$ cat src/rtl/debounce_edge.sv
// Debounces one raw asynchronous input into a clean registered level plus
// single-cycle rise/fall pulses that downstream registers use as enables.
module debounce_edge #(
  parameter int SYNC_STAGES   = 2,
  parameter int CNT_W         = 8,
  parameter int STABLE_CYCLES = 200
) (
  input  logic clk,
  input  logic res_n,
  input  logic btn_in,
  output logic level,
  output logic rise,
  output logic fall
);

  typedef enum logic [1:0] {LO, WAIT_HI, HI, WAIT_LO} state_t;

  localparam logic [CNT_W-1:0] LP_LAST = CNT_W'(STABLE_CYCLES - 1);

  logic [SYNC_STAGES-1:0] r_sync;
  logic [CNT_W-1:0]       r_cnt;
  state_t                 r_state;
  logic                   r_level;
  logic                   r_rise;
  logic                   r_fall;

  logic                   w_s;
  logic                   w_atLast;
  state_t                 w_stateNext;
  logic [CNT_W-1:0]       w_cntNext;
  logic                   w_levelNext;
  logic                   w_riseNext;
  logic                   w_fallNext;

  assign w_s      = r_sync[SYNC_STAGES-1];
  assign w_atLast = (r_cnt == LP_LAST);

  always_ff @(posedge clk or negedge res_n) begin
    if (!res_n) begin
      r_sync  <= '0;
      r_cnt   <= '0;
      r_state <= LO;
      r_level <= 1'b0;
      r_rise  <= 1'b0;
      r_fall  <= 1'b0;
    end else begin
      r_sync  <= {r_sync[SYNC_STAGES-2:0], btn_in};
      r_cnt   <= w_cntNext;
      r_state <= w_stateNext;
      r_level <= w_levelNext;
      r_rise  <= w_riseNext;
      r_fall  <= w_fallNext;
    end
  end

  // The counter restarts from zero on every entry to a WAIT state, so a
  // glitch never carries partial credit into the next attempt.
  always_comb begin
    w_stateNext = r_state;
    w_cntNext   = r_cnt;
    case (r_state)
      LO: begin
        if (w_s) begin
          w_stateNext = WAIT_HI;
          w_cntNext   = '0;
        end
      end
      WAIT_HI: begin
        if (!w_s) begin
          w_stateNext = LO;
          w_cntNext   = '0;
        end else if (w_atLast) begin
          w_stateNext = HI;
          w_cntNext   = '0;
        end else begin
          w_cntNext = r_cnt + CNT_W'(1);
        end
      end
      HI: begin
        if (!w_s) begin
          w_stateNext = WAIT_LO;
          w_cntNext   = '0;
        end
      end
      WAIT_LO: begin
        if (w_s) begin
          w_stateNext = HI;
          w_cntNext   = '0;
        end else if (w_atLast) begin
          w_stateNext = LO;
          w_cntNext   = '0;
        end else begin
          w_cntNext = r_cnt + CNT_W'(1);
        end
      end
      default: begin
        w_stateNext = LO;
        w_cntNext   = '0;
      end
    endcase
  end

  always_comb begin
    w_riseNext  = (r_state == WAIT_HI) && w_s && w_atLast;
    w_fallNext  = (r_state == WAIT_LO) && !w_s && w_atLast;
    w_levelNext = r_level;
    if (w_riseNext) begin
      w_levelNext = 1'b1;
    end else if (w_fallNext) begin
      w_levelNext = 1'b0;
    end
  end

  assign level = r_level;
  assign rise  = r_rise;
  assign fall  = r_fall;

endmodule
$ cat config.mk
export PLATFORM = sky130hd
export DESIGN_NAME = debounce_edge
export DESIGN_NICKNAME = d
export VERILOG_FILES = /design/src/rtl/debounce_edge.sv
export SDC_FILE = /design/constraint.sdc
export NUM_CORES = 1
export LEC_CHECK = 0
export BUFFER_PORTS_ARGS = -buffer_cell sky130_fd_sc_hd__buf_2
export CAP_MARGIN = 20
export CORE_AREA = 10 10 47 49
export CTS_CLUSTER_SIZE = 25
export DETAILED_ROUTE_END_ITERATION = 12
export DIE_AREA = 0 0 57 59
export GPL_ROUTABILITY_DRIVEN = 0
export GPL_TIMING_DRIVEN = 0
export PLACE_DENSITY = 0.72
export SLEW_MARGIN = 20
export SYNTH_ARGS = -nofsm -noshare
export SYNTH_HDL_FRONTEND = slang
export SYNTH_SLANG_ARGS = --single-unit
$ cat constraint.sdc
create_clock -name clk -period 1.8 [get_ports clk]
set_clock_uncertainty 0.2 [all_clocks]
set_input_delay 0.18 -clock clk [delete_from_list [all_inputs] [get_ports clk]]
set_output_delay 0.18 -clock clk [all_outputs]
set_load 0.05 [all_outputs]
==> impl_metrics.toml, run 1 <==
[floorplanning]
floorplan.rows = 14
die-area_um2 = 3360
die_h_um = 59
fp.dieW_um = 57
coreArea_um2 = 1400
start_util = 0.497
io_pins = 6

[routing]
drc = 0
avgViaCountPerCell = 5.57
num_vias = 524
routed_wl_um = 1260
dr.pass1.iters = 4
wire_per_inst_um = 13.4
antenna_left = 0
drtIter0Drc = 6

[worst_setup_path]
path_class = "reg -> reg"
crit_arrival_ns = 1.73
required_ns = 1.83
critical_path.startpoint_type = "flip-flop"
reg2reg_from = "r_cnt[0]$_DFFE_PN0P_"
cp-startpoint = "r_cnt[0]$_DFFE_PN0P_"
critPathMaxFanout = 5
cp-end-kind = "flip-flop"

[synthesis]
syn_area_per_cell_um2 = 10.4
synth.yosys.seq_area_share = 0.539
ys_seq_elements = 15
syn_inst = 67
synthDistinctLibCells = 31
synth_nets = 71
ys_warn_count = 0
synthesis.area_um2 = 697

[placement]
dpl_cell_area_um2 = 742
port_buffers = 5
dp_hpwl_um = 923

[final_layout]
stdcell_area_um2 = 808
final_util = 0.577
diodes = 0
syn2layout_area_growth_pct = 16.0
layout-drive-gt1-share = 0.205
fin_nets = 83

[worst_hold_path]
worstHoldPathType = "in -> async"

[global_routing]
grt-ovfl-total = 0
grt_max_degree = 16
grt_pass1_vias = 479
grt_usage = 0.0766
antenna_found_initial = 0
grt_pass1_wl_um = 2010

[clocking]
cts_buffers = 3
clockBufferDepth = 2
post-cts-setup-buffer-count = 0
clk_pin_slew_ns = 0.09
cts.sinks = 15
cts-root-buf = "clkbuf_4"
cts_tree = "done"
h-tree-depth = 1
worstSkewPairLatency_ns = 0.29

[sta]
fmax_mhz = 587
fin_crit_ns = 1.70
rsz0062_at_grt = "true"
hold_slack_ns = 0.106
slew_headroom = 0.727
finalMaxSlewViolations = 0
tightest_slew_ns = 0.407
setup_viol = 0
period_share = 0.947
final_hold_viol_count = 0

[pwr]
leakage_nw = 0.356
power_density_nw_per_um2 = 720
switching_share = 0.242
intPower_mw = 0.441
power_frac_comb = 0.056
switching_power_mw = 0.141
ir_worst_vdd_v = 0.000531
seqPwrFrac = 0.604
p_clk_frac = 0.341

[outcome]
status = "completed"

[flow_run]
drv_cap = 0
==> flip-flops by register name (all words and copies together), names as in the netlist, named ones only <==
name and count:
level 1, r_state 1, r_cnt 8, rise 1
r_sync 2, fall 1
==> worst max-delay path, cell delays in order, from the launching register on <==
cell and delay, ns:
dfrtp_1 0.41, ha_1 0.24, nand4_1 0.12, nor4_2 0.08, or4_1 0.52, nand3_1 0.08
==> synthesized netlist by cell type <==
cell / number / area, µm²
nor4_1: 1 / 6.26
or2_1: 1 / 6.26
and3_1: 1 / 6.26
nand3_1: 6 / 30.0
a311o_1: 1 / 10.0
or2_2: 1 / 6.26
xor2_2: 1 / 16.3
dfrtp_1: 15 / 375
nor3_1: 1 / 5.00
nand4_1: 1 / 6.26
o211ai_1: 2 / 15.0
o21ai_1: 1 / 5.00
a41oi_1: 1 / 8.76
nand2b_1: 1 / 6.26
clkbuf_1: 1 / 3.75
o21a_1: 1 / 7.51
a21o_1: 1 / 7.51
or4_1: 2 / 15.0
and2_1: 2 / 12.5
nand4bb_1: 1 / 11.3
or3_1: 1 / 6.26
nor2_1: 3 / 11.3
nand2_1: 8 / 30.0
nor3b_1: 3 / 22.5
nand3b_1: 1 / 7.51
mux2_2: 1 / 11.3
inv_1: 2 / 7.51
ha_1: 1 / 12.5
o21ai_0: 3 / 15.0
nand2_2: 1 / 6.26
a31oi_1: 1 / 6.26
==> cell usage in the layout, fill, tap and decap left out, types with 2 or more instances in the layout <==
cell type / n
dfrtp_1: 15
buf_2: 5
clkbuf_4: 3
inv_1: 2
or4_1: 2
nor2_1: 3
o21ai_0: 3
nand3_1: 6
nand2_1: 8
nor3b_1: 2
and2_1: 2
o211ai_1: 2
dlygate4sd3_1: 2
==> final timing paths <==
check / slack [ns] / cells past startpoint / endpoint
min in group clk: 0.16 / 0 / r_sync[1]$_DFF_PN0_
worst max register to register: 0.1 / 5 / r_cnt[5]$_DFFE_PN0P_
worst max-delay path: 0.1 / 5 / r_cnt[5]$_DFFE_PN0P_
max in group asynchronous: 1.05 / 2 / r_cnt[4]$_DFFE_PN0P_
worst min register to register: 0.16 / 0 / r_sync[1]$_DFF_PN0_
worst min-delay path: 0.11 / 2 / r_cnt[2]$_DFFE_PN0P_
==> area by class of cell <==
class	count	area, µm²
multi-input combinational	49	327
buffer	1	3.75
tap	16	20.0
timing repair buffer	7	45.0
clock inverter	1	7.51
sequential	15	375
clock buffer	3	22.5
inverter	2	7.51
fill	126	593
==> through the flow <==
stage / setup TNS [ns] / setup WS, ns / power (mW) / cells
4_1_cts: 0 / 0.0420 / 0.592 / 94
5_1_grt: -0.0106 / -0.0106 / 0.613 / 94
3_3_place_gp: -0.181 / -0.0706 / 0.386 / 88
3_5_place_dp: -0.229 / -0.0779 / 0.388 / 88
6_report: 0 / 0.0961 / 0.582 / 94
2_1_floorplan: 0 / 0.187 / 0.373 / 67
==> kinds of logic after synthesis <==
family	count (synthesis)	share of synthesized area
DFF	15	0.539
muxes	1	0.0162
adders and majority gates	1	0.0180
AOI/OAI and AO/OA	11	0.108
and+or+nand+nor	35	0.280
xor gates and xnor gates	1	0.0233
buffers and inverters	3	0.0162
==> layer usage <==
| layer | global-route usage | routed length, µm | part of all wire |
|---|---|---|---|
| met5 | 0 | 0 | 0 |
| met4 | 0.0302 | 16 | 0.013 |
| met3 | 0.0472 | 67 | 0.053 |
| met2 | 0.129 | 612 | 0.49 |
| met1 | 0.0751 | 559 | 0.45 |
==> repair_timing <==
item                                    in CTS  in global routing
hold endpoints to repair                    16                  0
gates resized for setup                      1                  2
hold buffers                                 2                  0
pin swaps                                    0                  1
endpoints found under the setup margin       5                  3
==> power groups by stage <==
stage / combinational, mW / sequential [mW] / clock (mW)
after global routing: 0.0375 / 0.353 / 0.222
after floorplan: 0.0171 / 0.356 / 0
after detailed placement: 0.0299 / 0.358 / 0
final: 0.0324 / 0.351 / 0.198
after CTS: 0.0332 / 0.351 / 0.208
after global placement: 0.0290 / 0.357 / 0
Power figures use the tool's default switching activity.
==> run 2, diff against run 1 <==
--- a/config.mk
+++ b/config.mk
@@ -5,15 +5,16 @@
 export SDC_FILE = /design/constraint.sdc
 export NUM_CORES = 1
 export LEC_CHECK = 0
+export ABC_AREA = 1
 export BUFFER_PORTS_ARGS = -buffer_cell sky130_fd_sc_hd__buf_2
 export CAP_MARGIN = 20
-export CORE_AREA = 10 10 47 49
+export CORE_AREA = 3 3 42 44
 export CTS_CLUSTER_SIZE = 25
 export DETAILED_ROUTE_END_ITERATION = 12
-export DIE_AREA = 0 0 57 59
+export DIE_AREA = 0 0 45 47
 export GPL_ROUTABILITY_DRIVEN = 0
 export GPL_TIMING_DRIVEN = 0
-export PLACE_DENSITY = 0.72
+export PLACE_DENSITY = 0.71
 export SLEW_MARGIN = 20
 export SYNTH_ARGS = -nofsm -noshare
 export SYNTH_HDL_FRONTEND = slang
==> run 2 against run 1 <==
Net effect: routed wire length fell by 0.24%; register-to-register slack gained 0.13 ns; synthesized area rose by 9.3%; non-clock buffer count down 1; via count rose by 6.1%; synthesized cell count increased by 27%; worst hold slack better by 0.0055 ns; combinational power increased by 31%; clock-buffer cell count stayed put; cell count increased by 19%; core utilization grew 0.40 points; highest routed layer unchanged.
==> impl_metrics.toml, run 2 <==
[pwr]
intPower_mw = 0.441
switching_power_mw = 0.143
leakage_nw = 0.420
seqPwrFrac = 0.600
power_frac_comb = 0.073
p_clk_frac = 0.328
switching_share = 0.245
ir_worst_vdd_v = 0.000507
power_density_nw_per_um2 = 683

[worst_setup_path]
crit_family = "simple AND/OR/NAND/NOR gates"
cpMostUsedCell = "nor2_4"
cp_num_buf_inv = 1
cp_cell_sequence = "ha_1 > nand2_2 > nor2_4 > nand2_4 > nor2_4 > nand2_1 > o21ai_0 > inv_1"
critPathMaxFanout = 4
slowest_stage = "dfrtp_1"
path_class = "reg -> reg"
cp-end-kind = "flip-flop"
critical_path.startpoint_type = "flip-flop"
rr_worst_depth = 8
crit_path_max_incr_delay_ns = 0.41
required_ns = 1.78
crit_arrival_ns = 1.55
crit_cells = 8

[sta]
setup_slack_ns = 0.230
final_hold_viol_count = 0
tightest_slew_ns = 0.327
fmax_mhz = 637
rsz0062_at_grt = "false"
slew_headroom = 0.782
setup_tns_ns = 0
setup_viol = 0
fin_crit_ns = 1.57
finalMaxSlewViolations = 0
period_share = 0.872

[final_layout]
syn2layout_area_growth_pct = 12.2
top_regs = "r_cnt x8, r_sync x2"
final_cells = 112
largest-register = "r_cnt"
layout_common_cells = "15 x nand2_1, 15 x dfrtp_1, 10 x inv_1"
layout-drive-gt1-share = 0.302
fin_nets = 101
largest_reg_flops = 8
diodes = 0

[clocking]
ctsHoldBuffers = 2
post-cts-setup-buffer-count = 0
clk_pin_slew_ns = 0.09
cts_tree = "done"
cts-root-buf = "clkbuf_4"
cts_buffers = 3
cts_resized = 0
worstSkewPairLatency_ns = 0.28
clockBufferDepth = 2
cts.sinks = 15
h-tree-depth = 1

[routing]
drtIter0Drc = 21
drc = 0
routed_wl_um = 1250
wire_per_inst_um = 11.2
antenna_left = 0
avgViaCountPerCell = 4.96
num_vias = 556
dr.pass1.iters = 4

[floorplanning]
coreArea_um2 = 1470
fp.dieW_um = 45
start_util = 0.518
die-area_um2 = 2120
die_h_um = 47
floorplan.rows = 14
io_pins = 6

[worst_hold_path]
worstHoldPathType = "in -> async"

[flow_run]
drv_cap = 0

[synthesis]
synth.yosys.seq_area_share = 0.493
async_flop_share = 1.00
synth_area_leaders = "dfrtp_1 49%, nand2_1 7.4%, inv_1 4.9%"
synthTopCellsByCount = "15 x dfrtp_1, 15 x nand2_1, 10 x inv_1"
ys.flop_type = "dfrtp_1"
synthesis.area_um2 = 762
synth_edf_count = 0
ys_seq_elements = 15
synth_nets = 89
netlist.area_leader.share = 0.493
synthDistinctLibCells = 20
yosys.area.top_type = "dfrtp_1"
ys_warn_count = 0
syn_inst = 85
syn_area_per_cell_um2 = 8.96

[placement]
place_ws_ns = 0.229
dp_hpwl_um = 967
port_buffers = 5
dp_cells = 106

[outcome]
status = "completed"

[global_routing]
grt_usage = 0.139
grt_pass1_vias = 523
grt_max_degree = 16
grt-ovfl-total = 0
grt_pass1_wl_um = 2040
antenna_found_initial = 0
[run 2: cell count changes in the layout (fill, tap and decap cells not counted), moves of 3 or more]
cell	change
nand2_1	+7
inv_1	+8
nor2_1	+5
nand2_4	+3
inv_2	+4
nand2_2	+4
[run 2: power by group through the flow]
stage | sequential (mW) | clock (mW) | combinational, mW
2_1_floorplan | 0.356 | 0 | 0.0271
3_3_place_gp | 0.357 | 0 | 0.0394
3_5_place_dp | 0.357 | 0 | 0.0399
4_1_cts | 0.350 | 0.198 | 0.0433
5_1_grt | 0.351 | 0.211 | 0.0484
6_report | 0.350 | 0.191 | 0.0424
[run 2: logic make-up (layout without fill, tap and decap cells)]
kind of cell / Yosys count / after routing / synth area share
AO/OA/AOI/OAI: 8 / 8 / 0.0591
buffers and inverters: 14 / 25 / 0.0690
AND/OR/NAND/NOR: 46 / 46 / 0.351
adder cells (fa/ha/maj): 1 / 1 / 0.0164
XOR/XNOR: 1 / 1 / 0.0115
flip-flops: 15 / 15 / 0.493
[run 2: per-layer routing]
metal | wire [µm] | share of wire | GRT usage
met2 | 569 | 0.45 | 0.223
met4 | 23 | 0.018 | 0.105
met1 | 608 | 0.49 | 0.167
met5 | 0 | 0 | 0
met3 | 50 | 0.040 | 0.0230
[run 2: layout make-up]
class	count	area [µm²]
fillers	145	617
clock inverters	1	5.00
well taps	16	20.0
flip-flops and latches	15	375
clock buffers	3	22.5
repair buffers	7	45.0
inverters	14	52.6
multi-input cells	56	334
[run 2: metrics by stage]
step	utilization	area, µm²	hold slack [ns]	power, mW
final	0.581	855	0.111	0.584
after global routing	0.581	855	0.135	0.611
after CTS	0.581	855	0.120	0.591
after detailed placement	0.548	807	-0.101	0.397
after global placement	0.548	807	-0.105	0.396
after floorplan	-	762	-0.316	0.383
[run 2: final timing paths]
path | slack [ns] | start | to
max | 0.23 | r_cnt[0]$_DFFE_PN0P_ | flip-flop
min | 0.11 | res_n | level$_DFFE_PN0P_
max reg2reg | 0.23 | r_cnt[0]$_DFFE_PN0P_ | flip-flop
min reg2reg | 0.17 | r_sync[0]$_DFF_PN0_ | r_sync[1]$_DFF_PN0_
max in group asynchronous | 1.04 | res_n | r_cnt[7]$_DFFE_PN0P_
min in group clk | 0.17 | r_sync[0]$_DFF_PN0_ | r_sync[1]$_DFF_PN0_
==> run 3, diff against run 2 <==
--- a/config.mk
+++ b/config.mk
@@ -8,14 +8,14 @@
 export ABC_AREA = 1
 export BUFFER_PORTS_ARGS = -buffer_cell sky130_fd_sc_hd__buf_2
 export CAP_MARGIN = 20
-export CORE_AREA = 3 3 42 44
+export CORE_AREA = 3 3 44 46
 export CTS_CLUSTER_SIZE = 25
 export DETAILED_ROUTE_END_ITERATION = 12
-export DIE_AREA = 0 0 45 47
+export DIE_AREA = 0 0 47 49
 export GPL_ROUTABILITY_DRIVEN = 0
 export GPL_TIMING_DRIVEN = 0
-export PLACE_DENSITY = 0.71
-export SLEW_MARGIN = 20
+export MAX_ROUTING_LAYER = met4
+export PLACE_DENSITY = 0.68
 export SYNTH_ARGS = -nofsm -noshare
 export SYNTH_HDL_FRONTEND = slang
 export SYNTH_SLANG_ARGS = --single-unit
==> constraint.sdc (replaced) <==
create_clock -name clk -period 1.4 [get_ports clk]
set_clock_uncertainty 0.2 [all_clocks]
set_input_delay 0.14 -clock clk [delete_from_list [all_inputs] [get_ports clk]]
set_output_delay 0.14 -clock clk [all_outputs]
set_load 0.05 [all_outputs]
==> run 3 against run 2 <==
Net effect: the flow now finishes with violations (setup timing); die area increased by 8.9%; first-iteration DRC count fell by 62%; core utilization rose by 5.0 points; flip-flop and latch count did not move; clock-buffer cell count up 1; worst setup slack got worse by 0.28 ns; global-route usage grew 0.48 points; combinational power increased by 71%; total power rose by 33%; cell area increased by 14%; cell count is 8.0% higher.
==> impl_metrics.toml, run 3 (synthesis gave the netlist of run 2 again) <==
[worst_setup_path]
cp-end-kind = "flip-flop"
path_class = "reg -> reg"
crit_arrival_ns = 1.44
critical_path.startpoint_type = "flip-flop"
critPathMaxFanout = 4
required_ns = 1.39

[global_routing]
antenna_found_initial = 0
grt_max_degree = 16
grt_usage = 0.144
grt-ovfl-total = 0
grt_pass1_vias = 584
grt_pass1_wl_um = 2350

[clocking]
worstSkewPairLatency_ns = 0.29
clockBufferDepth = 2
cts-root-buf = "clkbuf_4"
clk_pin_slew_ns = 0.09
cts.sinks = 15
cts_buffers = 3
h-tree-depth = 1
cts_tree = "done"

[final_layout]
top_regs = "r_cnt x8, r_sync x2"
diodes = 0
fin_nets = 110
largest-register = "r_cnt"
stdcell_area_um2 = 972
final_cells = 121
final_common_cell = "nand2_1"
largest_reg_flops = 8
layout_common_cells = "15 x nand2_1, 14 x dfrtp_1, 10 x inv_1"
layout-drive-gt1-share = 0.410
syn2layout_area_growth_pct = 27.6
nFillCells = 130

[routing]
dr.pass1.iters = 5
antenna_left = 0
num_vias = 599
dr_wl_met3_um = 63
top_layer_used = "met4"
wire_per_inst_um = 11.6
avgViaCountPerCell = 4.95
drtIter0Drc = 8
routed_wl_um = 1410
m1WireLength_um = 631
wl_met2_um = 652
drc = 0

[sta]
rsz0062_at_grt = "true"
finalMaxSlewViolations = 0
period_share = 1.03
final_hold_viol_count = 0
setup_viol = 5
setup_slack_ns = -0.0474
setup_tns_ns = -0.131
fmax_mhz = 691
fin_crit_ns = 1.45
tightest_slew_ns = 0.334
slew_headroom = 0.778

[placement]
port_buffers = 5
dp_cells = 106
dp_hpwl_um = 908
dpl_cell_area_um2 = 810

[pwr]
power_density_nw_per_um2 = 797
ir_worst_vdd_v = 0.000656
power.total_mw = 0.775
leakage_nw = 0.478

[floorplanning]
start_util = 0.494
floorplan.rows = 14
die-area_um2 = 2300
die_h_um = 49
fp.dieW_um = 47
io_pins = 6
coreArea_um2 = 1540

[outcome]
status = "complete, but fails checks"
violations = "setup timing"

[worst_hold_path]
worstHoldPathType = "in -> async"

[flow_run]
drv_cap = 0
==> run 3: cell count changes in the layout (fill, tap and decap cells not counted), sizes merged <==
cell	before	now
buf	5	14
clkbuf	3	4
clkinv	1	0
==> run 3: routing by layer <==
metal	up-vias	global-route usage
met5	-	-
met4	0	0.0691
met3	5	0.0554
met2	10	0.208
met1	277	0.170
li1	307	-
==> run 3: power breakdown <==
group	switching (mW)	internal [mW]	total [mW]
Combinational	0.0438	0.0289	0.0727
Sequential	0.00838	0.442	0.450
Clock	0.141	0.111	0.252
==> run 3: path summary, 6_finish.rpt <==
check | start | to | slack [ns] | cells after the start
worst max register to register | r_cnt[0]$_DFFE_PN0P_ | level$_DFFE_PN0P_ | -0.05 | 8
worst max-delay path | r_cnt[0]$_DFFE_PN0P_ | level$_DFFE_PN0P_ | -0.05 | 8
max in group asynchronous | res_n | r_cnt[2]$_DFFE_PN0P_ | 0.66 | 2
worst min-delay path | res_n | rise$_DFF_PN0_ | 0.07 | 2
min in group clk | r_sync[0]$_DFF_PN0_ | r_sync[1]$_DFF_PN0_ | 0.16 | 0
worst min register to register | r_sync[0]$_DFF_PN0_ | r_sync[1]$_DFF_PN0_ | 0.16 | 0
==> run 3: layout make-up <==
class	instances	area, µm²	area share
multi-input cells	56	384	0.395
inverters	14	52.6	0.0541
clock buffers	4	26.3	0.0270
flip-flops and latches	15	377	0.387
repair buffers	16	113	0.116
well taps	16	20.0	0.0206
==> run 3: worst max-delay path, stage by stage (launching register included) <==
cell	delay (ns)
dfrtp_1	0.40
ha_4	0.18
nand2_4	0.06
nor2_4	0.11
nand2_4	0.08
nor2_4	0.13
nand3_2	0.09
nand2_1	0.06
nand2_1	0.04
==> run 3: per-stage QoR <==
step	util	hold slack, ns	setup WS (ns)
final	0.631	0.0719	-0.0474
after global routing	0.631	0.101	-0.152
after CTS	0.599	0.0850	-0.0516
after detailed placement	0.525	-0.141	-0.150
after global placement	0.525	-0.144	-0.117
after floorplan	-	-0.356	-0.0297
==> run 3: repair_timing <==
item,4_1_cts,5_1_grt
pin swaps,1,3
setup endpoints to repair,10,11
endpoints found under the hold margin,16,0
hold buffers,2,0
setup buffers,7,2
gates cloned,0,0
gates resized for setup,2,8
